<file path="config.mk">
export PLATFORM = sky130hd
export DESIGN_NAME = pzbcm_handshake_packer
export DESIGN_NICKNAME = d
export VERILOG_FILES = /design/src/rtl/pzbcm_handshake_packer.sv
export SDC_FILE = /design/constraint.sdc
export NUM_CORES = 1
export LEC_CHECK = 0
export BUFFER_PORTS_ARGS = -buffer_cell sky130_fd_sc_hd__buf_2
export CORE_UTILIZATION = 57
export CTS_BUF_LIST = sky130_fd_sc_hd__clkbuf_8
export DETAILED_ROUTE_END_ITERATION = 7
export GPL_ROUTABILITY_DRIVEN = 0
export HOLD_SLACK_MARGIN = 0.06
export PLACE_DENSITY = 0.81
export SLEW_MARGIN = 10
export SYNTH_ARGS = -nofsm -noshare
export SYNTH_HDL_FRONTEND = slang
export SYNTH_SLANG_ARGS = --single-unit
</file>
<file path="constraint.sdc">
create_clock -name i_clk -period 2.6 [get_ports i_clk]
set_input_delay 0.52 -clock i_clk [delete_from_list [all_inputs] [get_ports i_clk]]
set_output_delay 0.52 -clock i_clk [all_outputs]
set_load 0.05 [all_outputs]
</file>
<file path="src/rtl/pzbcm_handshake_packer.sv">
// Packs up to ENTRIES narrow items into one wide packet ahead of a
// clock-domain-crossing handshake. A packet closes when full, after
// TIMEOUT idle-ish cycles, or on i_flush, and is offered on a registered
// valid/ready output.
module pzbcm_handshake_packer #(
  parameter int WIDTH       = 8,
  parameter int ENTRIES     = 4,
  parameter int TIMEOUT     = 16,
  parameter int COUNT_WIDTH = $clog2(ENTRIES + 1)
)(
  input  logic                       i_clk,
  input  logic                       i_rst,
  input  logic                       i_valid,
  output logic                       o_ready,
  input  logic [WIDTH-1:0]           i_data,
  input  logic                       i_flush,
  output logic                       o_valid,
  input  logic                       i_ready,
  output logic [ENTRIES*WIDTH-1:0]   o_data,
  output logic [COUNT_WIDTH-1:0]     o_count
);

  localparam int AGE_W = (TIMEOUT > 0) ? $clog2(TIMEOUT + 1) : 1;
  localparam int IDX_W = (ENTRIES > 1) ? $clog2(ENTRIES) : 1;
  localparam logic [AGE_W-1:0]       AGE_MAX = AGE_W'(TIMEOUT);
  localparam logic [COUNT_WIDTH-1:0] FULL    = COUNT_WIDTH'(ENTRIES);

  logic [ENTRIES-1:0][WIDTH-1:0] slot;
  logic [ENTRIES-1:0][WIDTH-1:0] packed_slots;
  logic [COUNT_WIDTH-1:0]        fill_count;
  logic [AGE_W-1:0]              age;
  logic                          accept;
  logic                          timed_out;
  logic                          close_req;
  logic                          transfer;

  // o_ready depends on fill_count only, so i_ready/i_flush never reach it.
  assign o_ready   = (fill_count != FULL);
  assign accept    = i_valid && o_ready;
  assign timed_out = (TIMEOUT != 0) && (age == AGE_MAX);
  assign close_req = (fill_count != '0) &&
                     ((fill_count == FULL) || timed_out || i_flush);
  assign transfer  = close_req && (!o_valid || i_ready);

  // Slots beyond fill_count are forced to zero in the outgoing packet.
  always_comb begin
    packed_slots = '0;
    for (int k = 0; k < ENTRIES; k++) begin
      if (COUNT_WIDTH'(k) < fill_count) packed_slots[k] = slot[k];
    end
  end

  // Fill buffer: an item accepted in a transfer cycle starts the next packet.
  always_ff @(posedge i_clk) begin
    if (i_rst) begin
      slot       <= '0;
      fill_count <= '0;
      age        <= '0;
    end else if (transfer) begin
      slot       <= '0;
      fill_count <= '0;
      age        <= '0;
      if (accept) begin
        slot[0]    <= i_data;
        fill_count <= COUNT_WIDTH'(1);
      end
    end else begin
      if (accept) begin
        slot[fill_count[IDX_W-1:0]] <= i_data;
        fill_count                  <= fill_count + COUNT_WIDTH'(1);
      end
      if (fill_count == '0)    age <= '0;
      else if (age != AGE_MAX) age <= age + AGE_W'(1);
    end
  end

  // Output register: loads on transfer, holds while stalled, drops after use.
  always_ff @(posedge i_clk) begin
    if (i_rst) begin
      o_valid <= 1'b0;
      o_data  <= '0;
      o_count <= '0;
    end else if (transfer) begin
      o_valid <= 1'b1;
      o_data  <= packed_slots;
      o_count <= fill_count;
    end else if (o_valid && i_ready) begin
      o_valid <= 1'b0;
    end
  end

endmodule
</file>
* Word-level counts from Yosys, hierarchy flattened *
Cells that the tools add are included.

word-level totals
  register bits = 76
  input bits = 13
  output and inout bits = 37
  logic and storage cells = 51

operators by class
  $add $sub $neg = 2
  magnitude comparators = 6
  equal/unequal tests = 4
  multiplexer cells = 15
  reduce and logical (&&, ||, !) cells = 15

operators with widths
  cell                   count
  $mux W8                8
  $bwmux W32             1
  $demux W8 S2           1
  $lt A1 B3 Y1 const A   2
  $lt A2 B3 Y1 const A   2
  $mux W3                2
  $add A5 B1 Y5 const B  1
  $eq A5 B5 Y1 const B   1
  $logic_and A1 B1 Y1    5
  $ne A5 B5 Y1 const B   1
  $reduce_bool A2 Y1     2
  $add A3 B1 Y3 const B  1
  $eq A3 B3 Y1 const B   1
  $logic_not A3 Y1       1
  $logic_or A1 B1 Y1     3
  $lt A2 B3 Y1 const B   1
  $mux W1                3
  $ne A3 B3 Y1 const B   1
  $reduce_bool A3 Y1     1
  $reduce_or A3 Y1       1
  $ge A2 B1 Y1 const B   1
  $reduce_or A2 Y1       1
  $logic_not A1 Y1       1

* Logic depth before layout (Yosys ltp) *
  word-level depth = 7
  depth in mapped cells = 9
  gate-level depth less buffers = 6

* Least setup slack after synthesis *
No wires, ideal clock.

  path type = register to register
  from = register fill_count[0]
  to = register o_data[16]
  setup time = 0.060 ns
  data arrival time = 1.871 ns
  data required time = 2.540 ns
  setup slack = 0.669 ns
  cell stages (with the launch flop) = 8
  path buffers = 1
  clock period less this slack = 1.931 ns
  cell sequence = dfxtp_1 inv_1 ha_1 buf_6 nor2b_4 or3_4 a311oi_4 a22o_1

on the way
  longest elaborated chain between the ends = 5
  elaborated cells between the ends (all ways) = 8
  classes of those cells = 1 x order compare; 1 x eq/ne; 1 x mux; 5 x reduce/logical

ends and longest elaborated chain
  element                                               line  text
  from (decl)                                           30    logic [COUNT_WIDTH-1:0] fill_count;
  from (signal assigned)                                70    fill_count <= fill_count + COUNT_WIDTH'(1);
  branches (longest 5 deep; another with $lt A2 B3 Y1)  --
  to (signal assigned)                                  85    o_data <= packed_slots;
  to (decl)                                             19    output logic [ENTRIES*WIDTH-1:0] o_data,

Parallel ways; which one is timed is not known.
A chain may end at the register's enable or synchronous reset.

* Final worst setup path *
  from = register fill_count[0]
  to = register slot[9] (netlist name)

on the way
  longest elaborated chain between the ends = 6
  elaborated cells between the ends (all ways) = 15
  classes of those cells = 2 x order compare; 2 x eq/ne; 3 x mux; 8 x reduce/logical

ends and longest elaborated chain
  element                                               line  text
  branches (longest 6 deep; another with $lt A2 B3 Y1)  --
  to (signal, indexed assignment)                       69    slot[fill_count[IDX_W-1:0]] <= i_data;
  to (decl)                                             28    logic [ENTRIES-1:0][WIDTH-1:0] slot;

Parallel ways; which one is timed is not known.

==> results by group <==
Detailed routing
  • DR vias: 2254
  • DR top layer: met4
  • Mean number of vias per cell: 5.69
  • Initial DRT Pass Iterations: 4
  • Starting DRT DRC Count: 140
  • Met3 Routed Length: 366 um
  • Wire length on met2: 2910 um
  • Antenna viol nets, final: 0
  • Routed len/inst: 15.5 um
  • Met1 WL: 2780 um
  • DRC viols: 0
  • Final wirelength: 6140 um

Floorplanning
  • Die X: 72.5 um
  • Row count: 25
  • Die H: 72.5 um
  • Core Region: 4750 um2
  • DIE AREA: 5250 um2
  • Starting Density: 59.5%
  • I/O pins: 50

Clocking
  • Clk slew on worst S/H paths: 0.08 ns
  • Clk_lat worst skew: 0.35 ns
  • Post-CTS Hold Fix Bufs: 0
  • Root buf cell: clkbuf_8
  • TritonCTS Buffers: 9
  • Post-CTS Setup Inserts: 0
  • CTS tree: yes
  • Post-cts gate resize count: 0
  • Max clock buf depth: 2
  • Clock H-tree levels: 3
  • Num Clock Sinks: 76

Global route
  • Grt ovf: 0
  • First-pass GRT wire length: 10000 um
  • Initial antenna violation count: 0
  • GRT Util Overall: 25.7%
  • Vias in the first global route: 2083
  • Largest net degree at the start of global routing: 27

STA
  • Post-Route Skew: 0.00767 ns
  • Slew Viols, Final: 0
  • Tmin final: 2.32 ns
  • Final hold violation count: 0
  • RSZ-0062 raised after global routing: no
  • Setup-failing EPs final: 0
  • Max_slew headroom: 39.5%
  • Setup TNS: 0 ns
  • Fin crit share: 89.4%
  • Fmax: 430 MHz
  • Worst-margin pin slew: 0.907 ns

Logic synthesis
  • Synth unique cells: 36
  • Synth Instances: 274
  • Post-synth EDFFs: 0
  • Synth cell count leaders: dfxtp_1 (76), a22o_1 (42), nand2_1 (31)
  • Most used DFF post-synth: dfxtp_1
  • Syn_nets: 293
  • Count leader, synth: dfxtp_1
  • Top cells by area, synth: dfxtp_1 (54%), a22o_1 (13%), a21oi_1 (4.8%)
  • Top-area cell type share of the netlist area: 53.8%
  • FFs w/ async S/R, synth: 0%
  • Syn. warnings: 0
  • Post-synthesis sequential area ratio: 53.8%
  • Synth Cell Area: 2830 um2
  • #FFs+latches synth: 76
  • Syn_area_per_cell: 10.3 um2
  • Top cell type by total area after synthesis: dfxtp_1

Critical path
  • WP data required: 2.79 ns
  • Critical Path Max Stage Delay: 0.74 ns
  • Slowest CP cell: or2_1
  • Worst Setup SP: fill_count[0]
  • Reg2reg start: fill_count[0]
  • Worst setup EP type: register
  • CP cell instances: inv_1 > ha_1 > nor2b_4 > a211oi_2 > or2_1 > a21oi_1
  • Worst Path Arrival: 2.51 ns
  • Buf/Inv on CP: 1
  • Worst Setup Path Type: register to register
  • Cell family with most CP delay: simple AND/OR/NAND/NOR gates
  • CP max FO: 26
  • Startpoint Class: register

Pwr
  • Leak pwr: 1.40 nW
  • Peak supply drop: 0.000383 V
  • Pwr dens: 769 nW/um2

Placement
  • DP Wirelength: 4180 um
  • Dpl cells: 380
  • IO buf count: 49

Final layout
  • Fillcell total: 368
  • Register area: 1520 um2
  • Antenna Cells: 0
  • Fraction of layout cells with a size suffix above 1: 24.6%
  • Area of the multi-input gates: 1200 um2
  • Final std cells w/o fill: 396
  • Layout area overhead: 19.4%
  • Nets: 343

Run
  • Max capacitance violation total: 0

Min path
  • Hold path startpoint: o_count[2]
  • Min-delay worst type: register to register

Status
  • Status: completed
[metal layers]
metal | GRT usage, % | vias up
li1 | - | 1095
met1 | 34.1 | 1084
met2 | 38.9 | 68
met3 | 8.47 | 7
met4 | 9.59 | 0
met5 | 0 | -
[sequential cells by signal (all words and copies together) (netlist names)]
signal,count
o_data,32
slot,32
age,5
o_count,3
o_valid,1
fill_count,3
[final timing paths]
check             cells after the start          to  slack, ns
setup / recovery                      6     slot[9]       0.28
hold / removal                        1  o_count[2]       0.45
setup reg to reg                      6     slot[9]       0.28
hold reg to reg                       1  o_count[2]       0.45
[kinds of logic after synthesis]
logic type      count (synthesis)  share of synthesized area (%)
compound gates                 86                           23.9
xor+xnor                        4                           1.24
fa+ha+maj                       6                           2.65
buf+inv                        21                           3.89
flops                          76                           53.8
mux                             1                          0.398
simple gates                   80                           14.1
[metrics by stage]
stage               hold WS, ns  power [mW]  setup slack, ns  utilization (%)  instance area (um2)
floorplan                 0.436        1.40            0.669                -                 2830
global placement          0.430        1.45            0.386             65.5                 3110
detailed placement        0.434        1.46            0.316             65.5                 3110
CTS                       0.453        2.61            0.313             71.1                 3380
global route              0.455        2.69           0.0896             71.1                 3380
finish                    0.450        2.60            0.277             71.1                 3380
[layout make-up]
class / count / area share [%]
Clock inverter: 7 / 4.15
Clock buffer: 9 / 3.67
Timing Repair Buffer: 54 / 8.37
Multi-Input combinational cell: 177 / 35.6
Tap cell: 67 / 2.48
Sequential cell: 76 / 45.0
Inverter: 6 / 0.667
[placed cells by master (no fill, tap or decap), drive strengths merged, types with 2 or more instances in the layout]
master	Yosys	layout
nor2	11	11
buf	12	54
nor3	3	3
a21oi	27	27
o21a	2	2
nand2	31	31
a311oi	2	2
xor2	3	3
ha	6	6
a21o	2	2
clkbuf	3	9
a22o	42	42
o21ai	3	3
nand3	26	26
bufinv	0	4
dfxtp	76	76
inv	6	7
a211oi	3	3
nor2b	3	3
[report_power, final]
part | leakage (nW) | switching [mW] | internal (mW)
registers | 0.614 | 0.0216 | 1.19
clock network | 0.131 | 0.432 | 0.733
logic | 0.654 | 0.152 | 0.0685
total | 1.40 | 0.606 | 1.99
(Power assumes the default switching activity.)
